==> src/rtl/sram_arbiter.sv <==
// Round-robin arbiter sharing one synchronous SRAM between two requesters,
// with per-port lock, registered SRAM command lines and a 2-stage read-return tag pipe.
module sram_arbiter #(
  parameter int ADDR_W = 5,
  parameter int DATA_W = 16
) (
  input  logic              Clock,
  input  logic              Reset,
  input  logic              Req0,
  input  logic              Req1,
  input  logic              Wr0,
  input  logic              Wr1,
  input  logic [ADDR_W-1:0] Addr0,
  input  logic [ADDR_W-1:0] Addr1,
  input  logic [DATA_W-1:0] WData0,
  input  logic [DATA_W-1:0] WData1,
  input  logic              Lock0,
  input  logic              Lock1,
  output logic              Gnt0,
  output logic              Gnt1,
  output logic              RValid0,
  output logic              RValid1,
  output logic [DATA_W-1:0] RData0,
  output logic [DATA_W-1:0] RData1,
  output logic [ADDR_W-1:0] Address,
  output logic              ReadEnable,
  output logic              WriteEnable,
  output logic [DATA_W-1:0] DataIN,
  input  logic [DATA_W-1:0] DataOut
);

  typedef enum logic [1:0] {ST_IDLE, ST_LOCK0, ST_LOCK1} state_t;

  state_t state_q, state_d;
  logic   prio_q, prio_d;
  logic   xfer0, xfer1, xfer, xfer_wr;
  logic   rd_vld1_q, rd_port1_q, rd_vld2_q, rd_port2_q;
  logic [ADDR_W-1:0] xfer_addr;
  logic [DATA_W-1:0] xfer_wdata;

  // State register
  always_ff @(posedge Clock or negedge Reset) begin
    if (!Reset) state_q <= ST_IDLE;
    else        state_q <= state_d;
  end

  // Next-state logic. While locked, a request always wins a grant, so any
  // cycle with the lock bit dropped is either the final transfer or an idle unlock.
  always_comb begin
    state_d = state_q;
    case (state_q)
      ST_IDLE: begin
        if (xfer0 && Lock0)      state_d = ST_LOCK0;
        else if (xfer1 && Lock1) state_d = ST_LOCK1;
      end
      ST_LOCK0: if (!Lock0) state_d = ST_IDLE;
      ST_LOCK1: if (!Lock1) state_d = ST_IDLE;
      default:  state_d = ST_IDLE;
    endcase
  end

  // Grant outputs; held low for the whole time reset is asserted
  always_comb begin
    Gnt0 = 1'b0;
    Gnt1 = 1'b0;
    if (Reset) begin
      case (state_q)
        ST_IDLE: begin
          if (Req0 && (!Req1 || !prio_q)) Gnt0 = 1'b1;
          else if (Req1)                  Gnt1 = 1'b1;
        end
        ST_LOCK0: Gnt0 = Req0;
        ST_LOCK1: Gnt1 = Req1;
        default: ;
      endcase
    end
  end

  assign xfer0      = Req0 & Gnt0;
  assign xfer1      = Req1 & Gnt1;
  assign xfer       = xfer0 | xfer1;
  assign xfer_wr    = xfer1 ? Wr1 : Wr0;
  assign xfer_addr  = xfer1 ? Addr1 : Addr0;
  assign xfer_wdata = xfer1 ? WData1 : WData0;

  always_comb begin
    prio_d = prio_q;
    if (xfer0)      prio_d = 1'b1;
    else if (xfer1) prio_d = 1'b0;
  end

  always_ff @(posedge Clock or negedge Reset) begin
    if (!Reset) begin
      prio_q      <= 1'b0;
      Address     <= '0;
      ReadEnable  <= 1'b0;
      WriteEnable <= 1'b0;
      DataIN      <= '0;
      rd_vld1_q   <= 1'b0;
      rd_port1_q  <= 1'b0;
      rd_vld2_q   <= 1'b0;
      rd_port2_q  <= 1'b0;
    end else begin
      prio_q      <= prio_d;
      ReadEnable  <= xfer & ~xfer_wr;
      WriteEnable <= xfer & xfer_wr;
      if (xfer) Address <= xfer_addr;
      if (xfer && xfer_wr) DataIN <= xfer_wdata;
      // Stage 1 tracks the SRAM command cycle, stage 2 the data-return cycle
      rd_vld1_q  <= xfer & ~xfer_wr;
      rd_port1_q <= xfer1;
      rd_vld2_q  <= rd_vld1_q;
      rd_port2_q <= rd_port1_q;
    end
  end

  assign RValid0 = rd_vld2_q & ~rd_port2_q;
  assign RValid1 = rd_vld2_q & rd_port2_q;
  assign RData0  = DataOut;
  assign RData1  = DataOut;

endmodule

==> config.mk <==
export PLATFORM = sky130hd
export DESIGN_NAME = sram_arbiter
export DESIGN_NICKNAME = d
export VERILOG_FILES = /design/src/rtl/sram_arbiter.sv
export SDC_FILE = /design/constraint.sdc
export NUM_CORES = 1
export LEC_CHECK = 0
export CORE_UTILIZATION = 32
export CTS_BUF_LIST = sky130_fd_sc_hd__clkbuf_8 sky130_fd_sc_hd__clkbuf_16
export CTS_CLUSTER_DIAMETER = 100
export DETAILED_ROUTE_END_ITERATION = 12
export PLACE_DENSITY = 0.78
export SYNTH_ARGS = -nofsm -noshare
export SYNTH_HDL_FRONTEND = slang
export SYNTH_SLANG_ARGS = --single-unit
==> constraint.sdc <==
create_clock -name Clock -period 1.64 [get_ports Clock]
set_input_delay 0.328 -clock Clock [delete_from_list [all_inputs] [get_ports Clock]]
set_output_delay 0.328 -clock Clock [all_outputs]
set_load 0.03 [all_outputs]
# ---- After elaboration in Yosys (flattened, before gate mapping)
# Index checks and enable logic that the tools add are counted.
dict set report classes {
  mux 17
  bitwise_logic 9
  n_eq_ne 5
  n_reduce_logical 10
}
# cell count
set ops {}
lappend ops {{2-to-1 mux 16 bit} 1}
lappend ops {{2-to-1 mux 1 bit} 8}
lappend ops {{2-to-1 mux 2 bit} 4}
lappend ops {{bitwise AND 1 bit} 6}
lappend ops {{one-hot mux 2 bit (3 select lines)} 1}
lappend ops {{2-to-1 mux 5 bit} 1}
lappend ops {{logical AND 1 bit} 4}
lappend ops {{!= test 2 bit (second input constant)} 2}
lappend ops {{one-hot mux 1 bit (2 select lines)} 2}
lappend ops {{!= test 3 bit (second input constant)} 1}
lappend ops {{AND reduction 3 bit} 1}
lappend ops {{== test 2 x 1 -> 1 bit (second input constant)} 1}
lappend ops {{== test 2 bit (second input constant)} 1}
lappend ops {{zero test 1 bit} 2}
lappend ops {{zero test 2 bit} 1}
lappend ops {{inverter 1 bit} 2}
lappend ops {{nonzero test 2 bit} 1}
lappend ops {{logical OR 1 bit} 1}
lappend ops {{bitwise OR 1 bit} 1}
dict set report totals {
  inputBits 66
  word_cells 50
  ff_bits 29
}

# ---- Depth between registers and ports, before layout
# Gate-level depths: netlist of run 1.
dict set report depth {
  ltp_word 11
  depth_mapped 5
  depth_no_buf 3
}

# ---- Worst setup path after synthesis of run 1
# No wires, ideal clock.
dict set report synth_timing {
  path_kind {register -> output}
  start {register state_q[1]}
  end {output port Gnt0}
  arrival_ps 1249
  stages_incl_launch_ff 4
  n_path_buf 1
  setup_slack_ps 63
  path_cell_list {dfrtp_1 > nand3b_1 > clkbuf_1 > nor2_1}
}
dict set report synth_between {
  elab_chain_cells 3
}
# element line_no
set synth_rtl {}
lappend synth_rtl {{from (decl)} 34} ;# state_t state_q, state_d;
lappend synth_rtl {{from (signal assigned)} 44} ;# else state_q <= state_d;
lappend synth_rtl {{== test 2 x 1 -> 1 bit / zero test 2 bit (equally long branches)} 67} ;# case (state_q)
lappend synth_rtl {{one-hot mux 1 bit (2 select lines) *} 67}
lappend synth_rtl {{2-to-1 mux 1 bit *} 66} ;# if (Reset) begin
lappend synth_rtl {{to (decl)} 19} ;# output logic Gnt0,
# Every way passes the cells marked *; elsewhere a longest branch is shown, timed or not.

# ---- Worst setup path after layout of run 1
dict set report layout_timing {
  start {register state_q[0]}
  end {output port Gnt1}
}
dict set report layout_between {
  elab_chain_cells 3
}
# element line_no
set layout_rtl {}
lappend layout_rtl {{== test 2 bit / zero test 2 bit (equally long branches)} 67}
lappend layout_rtl {{one-hot mux 1 bit (2 select lines) *} 67}
lappend layout_rtl {{2-to-1 mux 1 bit *} 66}
lappend layout_rtl {{to (decl)} 20} ;# output logic Gnt1,
# Marked as above.

==> results.json, run 1 <==
{
  "outcome": "complete, no violations",
  "cp-start-kind": "flop",
  "hold_buffers": 0,
  "antenna_left": 0,
  "wire_per_inst_um": 16.0,
  "final.period_utilization": 0.974,
  "yosysSeqAreaShare": 0.409,
  "via_count": 1553,
  "clk_path_buf_depth": 2,
  "drc": 0,
  "antenna_found_initial": 0,
  "synth_edf_count": 0,
  "setup_viol": 0,
  "area_growth_pct": 48.1,
  "fp.coreArea_mm2": 0.00524,
  "grt_pass1_vias": 1719,
  "die_w_um": 76.5,
  "cts.sinks": 29,
  "overflow": 0,
  "crit_fanout": 5,
  "seqCellArea_um2": 726,
  "pwr-share-comb": 0.428,
  "layout.nets": 306,
  "clkLatencyLatePin_ps": 270,
  "rsz0062_at_grt": "yes",
  "p_sw_frac": 0.362,
  "skew_ps": 5.79,
  "syn_area_per_cell_um2": 9.76,
  "drt_wl_total_mm": 4.96,
  "port_buffers": 76,
  "maxCapViolCount": 0,
  "syn_nets": 248,
  "synth.cell_area_mm2": 0.00178,
  "drtIter0Drc": 52,
  "async_flop_share": 1.00,
  "ys_types": 33,
  "n_antenna_cell": 0,
  "cts-root-buf": "clkbuf_8",
  "finalMaxSlewViolations": 0,
  "yosys_warnings": 0,
  "hold_violations": 0,
  "finish.utilization": 0.502,
  "ctsHtreeMaxLevel": 2,
  "grt_pass1_wl_mm": 8.09,
  "seqPwrFrac": 0.359,
  "pin_count": 125,
  "reg2reg_slack_ps": 110,
  "p_switching_mw": 0.974,
  "track_usage": 0.175,
  "cpPeakStageDelay_ps": 400,
  "crit_buf_inv": 2,
  "multi_input_area_um2": 686,
  "hp-class": "primary input to asynchronous set/reset pin",
  "period_needed_ps": 1600,
  "whs_ps": 32.1,
  "internal-power_mw": 1.72,
  "slowest_stage": "dfrtp_1",
  "die_h_um": 76.5,
  "p_clk_frac": 0.213,
  "dpl.hpwl_mm": 3.57,
  "cts_tree": "built",
  "ys.flop_type": "dfrtp_1",
  "worstSetupPathType": "flop to primary output",
  "relSlewSlack": 0.762,
  "rows": 26,
  "crit_family": "simple AND/OR/NAND/NOR gates",
  "ir_worst_vdd_uv": 493,
  "yosys_register_bits": 29,
  "clk_pin_slew_ps": 50,
  "tightest_slew_ps": 354,
  "critPathArrivalTime_ps": 1270,
  "crit_chain": "nand3b_4 > or2_4 > inv_2 > buf_6",
  "power_leakage_nw": 1.26,
  "nFillCells": 499,
  "drive_above_1_share": 0.213,
  "synth_cells": 182,
  "initial_core_util": 0.339,
  "cts_buffers": 5,
  "place_congestion": 0.742,
  "viasPerCell": 5.01,
  "fmax_ghz": 0.626,
  "crit_required_ps": 1310,
  "grt_max_degree": 19,
  "worstSetupEndpointType": "primary output",
  "drt_pass1_iterations": 4,
  "power_density_mw_per_mm2": 1020,
  "dieArea_mm2": 0.00585
}
cells by family (layout without fill, tap and decap cells):
logic type	Yosys count	count (layout)	synth area share
AOI/OAI and AO/OA	35	35	0.196
and+or+nand+nor	46	46	0.167
DFF	29	29	0.409
buffers and inverters	72	130	0.228
state kept, by name, summed over array words and instances (netlist names):
signal / cells
rd_vld2_q: 1
prio_q: 1
DataIN: 16
state_q: 2
rd_port1_q: 1
rd_port2_q: 1
Address: 5
WriteEnable: 1
rd_vld1_q: 1
power groups by stage:
stage	registers, mW	logic (mW)	clock network, mW
global route	0.988	1.22	0.619
finish	0.966	1.15	0.574
CTS	0.971	1.14	0.588
detailed placement	0.980	1.17	0
global placement	0.974	1.15	0
floorplan	1.25	0.478	0
area by class of cell:
class                           count  share of cell area
Timing Repair Buffer               98               0.362
Sequential cell                    29               0.276
Multi-Input combinational cell     81               0.261
Inverter                           25              0.0357
Tap cell                           70              0.0333
Clock buffer                        6              0.0314
Clock inverter                      1             0.00143
what timing repair did:
item	4_1_cts	5_1_grt
setup endpoints to repair	19	28
gates resized for setup	18	22
pin swaps	3	4
setup buffers	1	2
path summary, 6_finish.rpt:
| kind | start | endpoint | cells after the start |
|---|---|---|---|
| min in group Clock | rd_port1_q | rd_port2_q | 0 |
| worst min-delay path | Reset | DataIN[9] | 2 |
| worst min register to register | rd_port1_q | rd_port2_q | 0 |
| worst max-delay path | state_q[0] | Gnt1 | 4 |
| worst max register to register | state_q[1] | DataIN[9] | 5 |
| max in group asynchronous | Reset | state_q[0] | 3 |
layout by cell type (no fill, tap or decap), drive strengths merged, types with 2 or more instances in the layout:
master         count
dlygate4sd2       12
nor4              16
or2                2
nor3b              2
a311oi            16
dlymetal6s2s      14
clkdlybuf4s50     47
nand3b             2
inv               25
clkbuf             6
nor3              16
dfrtp             29
o32a               5
buf               25
o21ai              5
a2bb2oi            5
synth_stat cells (all sizes together) (2+ instances only):
| cell | number | area [um2] |
|---|---|---|
| o21ai | 5 | 25.0 |
| inv | 24 | 90.1 |
| o32a | 5 | 50.1 |
| dfrtp | 29 | 726 |
| or2 | 2 | 12.5 |
| clkbuf | 9 | 33.8 |
| a311oi | 16 | 196 |
| nand3b | 2 | 27.5 |
| a2bb2oi | 5 | 43.8 |
| nor3b | 2 | 20.0 |
| nor4 | 16 | 100 |
| buf | 38 | 278 |
| nor3 | 16 | 80.1 |
stage by stage:
stage | setup TNS, ps | std cells | total power, mW | area, um2 | setup WS (ps)
3_5_place_dp | -6100 | 300 | 2.15 | 2440 | -342
4_1_cts | 0 | 308 | 2.70 | 2550 | 2.02
5_1_grt | -19.3 | 310 | 2.83 | 2630 | -14.9
3_3_place_gp | -5260 | 300 | 2.12 | 2440 | -252
6_report | 0 | 310 | 2.69 | 2630 | 42.8
2_1_floorplan | 0 | 182 | 1.73 | 1780 | 63.3
metal layers:
metal,part of all wire,vias up,track usage
met5,0,-,0
met4,0.0097,0,0.0615
met3,0.047,9,0.0395
met2,0.51,55,0.313
met1,0.44,752,0.203
li1,-,737,-
(Power assumes the default switching activity.)
==> run 2: changes to the inputs <==
--- a/config.mk
+++ b/config.mk
@@ -5,11 +5,12 @@
 export SDC_FILE = /design/constraint.sdc
 export NUM_CORES = 1
 export LEC_CHECK = 0
-export CORE_UTILIZATION = 32
+export CORE_UTILIZATION = 35
 export CTS_BUF_LIST = sky130_fd_sc_hd__clkbuf_8 sky130_fd_sc_hd__clkbuf_16
 export CTS_CLUSTER_DIAMETER = 100
 export DETAILED_ROUTE_END_ITERATION = 12
-export PLACE_DENSITY = 0.78
+export PLACE_DENSITY = 0.83
+export SKIP_CTS_REPAIR_TIMING = 1
 export SYNTH_ARGS = -nofsm -noshare
 export SYNTH_HDL_FRONTEND = slang
 export SYNTH_SLANG_ARGS = --single-unit
==> constraint.sdc (replaced) <==
create_clock -name Clock -period 1.6 [get_ports Clock]
set_input_delay 0.32 -clock Clock [delete_from_list [all_inputs] [get_ports Clock]]
set_output_delay 0.32 -clock Clock [all_outputs]
set_load 0.03 [all_outputs]
==> results.json, run 2 (synthesized netlist as in run 1, its figures left out) <==
{
  "outcome": "finished, violations left",
  "violations": "negative setup slack",
  "wire_per_inst_um": 15.1,
  "postLayoutCellArea_mm2": 0.00264,
  "slowest_stage": "dfrtp_1",
  "via_count": 1560,
  "drt_wl_total_mm": 4.63,
  "finish.utilization": 0.549,
  "p_sw_frac": 0.362,
  "pin_count": 125,
  "drc": 0,
  "drive_above_1_share": 0.205,
  "cp-start-kind": "flop",
  "fmax_ghz": 0.623,
  "crit_buf_inv": 2,
  "finalMaxSlewViolations": 0,
  "seqPwrFrac": 0.360,
  "setup_ws_ps": -5.12,
  "crit_chain": "nand3b_4 > or2_4 > inv_2 > buf_6",
  "reg.largest.list": "DataIN (16), Address (5), state_q (2)",
  "grt_max_degree": 23,
  "cpPeakStageDelay_ps": 410,
  "clkLatencyLatePin_ps": 280,
  "hold_violations": 0,
  "layout_commonest_cell": "clkdlybuf4s50_1",
  "skew_ps": 5.03,
  "pre_cts_ws_ps": -373,
  "antenna_left": 0,
  "place_area_mm2": 0.00243,
  "critPathLaunch": "state_q[0]",
  "worstSetupEndpointType": "primary output",
  "top_register": "DataIN",
  "r2r_start": "state_q[0]",
  "most-common-layout-cells": "clkdlybuf4s50_1, dfrtp_1, dlymetal6s2s_1, inv_1, buf_4",
  "p_clk_frac": 0.206,
  "drt_pass1_iterations": 4,
  "die_w_um": 73.2,
  "pwr-share-comb": 0.434,
  "cts_tree": "built",
  "final.period_utilization": 1.00,
  "worstSetupPathType": "flop to primary output",
  "crit_required_ps": 1280,
  "cp.depth": 4,
  "overflow": 0,
  "whs_ps": 12.8,
  "tns_ps": -5.12,
  "r2r-end": "DataIN[2]",
  "power_leakage_nw": 1.35,
  "relSlewSlack": 0.784,
  "viasPerCell": 5.10,
  "maxCapViolCount": 0,
  "period_needed_ps": 1610,
  "cts.sinks": 29,
  "initial_core_util": 0.369,
  "tightest_slew_ps": 320,
  "rows": 25,
  "p_switching_mw": 0.986,
  "track_usage": 0.180,
  "crit_end": "Gnt1",
  "setup_viol": 1,
  "drtIter0Drc": 40,
  "critPathArrivalTime_ps": 1290,
  "dpl.hpwl_mm": 3.35,
  "rsz0062_at_grt": "yes",
  "fp.coreArea_mm2": 0.00482,
  "cts_buffers": 5,
  "dieArea_mm2": 0.00536,
  "reg2reg_slack_ps": 80,
  "internal-power_mw": 1.74,
  "n_antenna_cell": 0,
  "ctsHtreeMaxLevel": 2,
  "area_growth_pct": 48.9,
  "clk_path_buf_depth": 2,
  "reg2regPathDepth": 4,
  "clk_pin_slew_ps": 60,
  "hp-class": "primary input to asynchronous set/reset pin",
  "cts-root-buf": "clkbuf_8",
  "power_density_mw_per_mm2": 1030,
  "antenna_found_initial": 0,
  "crit_fanout": 4,
  "layout.nets": 304,
  "grt_pass1_vias": 1607,
  "place_congestion": 0.726,
  "crit_family": "simple AND/OR/NAND/NOR gates",
  "grt_pass1_wl_mm": 7.37,
  "largest_reg_flops": 16,
  "ir_worst_vdd_uv": 516,
  "port_buffers": 76,
  "die_h_um": 73.2
}
==> run 2: cell types whose count changed in the layout (fill, tap and decap cells not counted), sizes merged <==
| cell | before | now |
|---|---|---|
| buf | 25 | 23 |
| clkbuf | 6 | 5 |
| clkdlybuf4s50 | 47 | 46 |
| clkinv | 1 | 3 |
| dlygate4sd2 | 12 | 0 |
| dlymetal6s2s | 14 | 27 |
==> run 2: final cells by class <==
class / instances / area [um2]
Clock buffer: 5 / 68.8
Clock inverter: 3 / 13.8
Fill cell: 450 / 2170
Inverter: 25 / 93.8
Multi-Input combinational cell: 81 / 674
Sequential cell: 29 / 726
Tap cell: 67 / 83.8
Timing Repair Buffer: 96 / 983
==> run 2: worst min path at each step <==
| stage | start | end | slack, ps | cells after the start |
|---|---|---|---|---|
| global route | Reset | state_q[0] | 20 | 2 |
| global placement | Reset | prio_q | 310 | 2 |
| floorplan | Reset | Address[0] | 20 | 0 |
| CTS | Reset | prio_q | 10 | 2 |
| finish | Reset | state_q[0] | 10 | 2 |
| detailed placement | Reset | prio_q | 310 | 2 |
==> run 2: power groups by stage <==
stage / Clock [mW] / Combinational [mW] / Sequential, mW
after floorplan: 0 / 0.490 / 1.28
after global placement: 0 / 1.16 / 0.999
after detailed placement: 0 / 1.18 / 1.00
after CTS: 0.587 / 1.18 / 0.989
after global routing: 0.621 / 1.26 / 1.00
final: 0.563 / 1.18 / 0.980
==> run 2: per-layer routing <==
metal	up-vias	part of all wire	wire, um	global-route usage
met1	731	0.41	1880	0.209
met3	21	0.072	332	0.0566
met2	75	0.50	2310	0.309
met4	0	0.024	112	0.0719
li1	733	-	-	-
met5	-	0	0	0
==> run 2: per-stage QoR <==
| step | total power [mW] | cells |
|---|---|---|
| final | 2.73 | 306 |
| after global routing | 2.88 | 306 |
| after CTS | 2.76 | 304 |
| after detailed placement | 2.18 | 296 |
| after global placement | 2.16 | 296 |
| after floorplan | 1.77 | 182 |
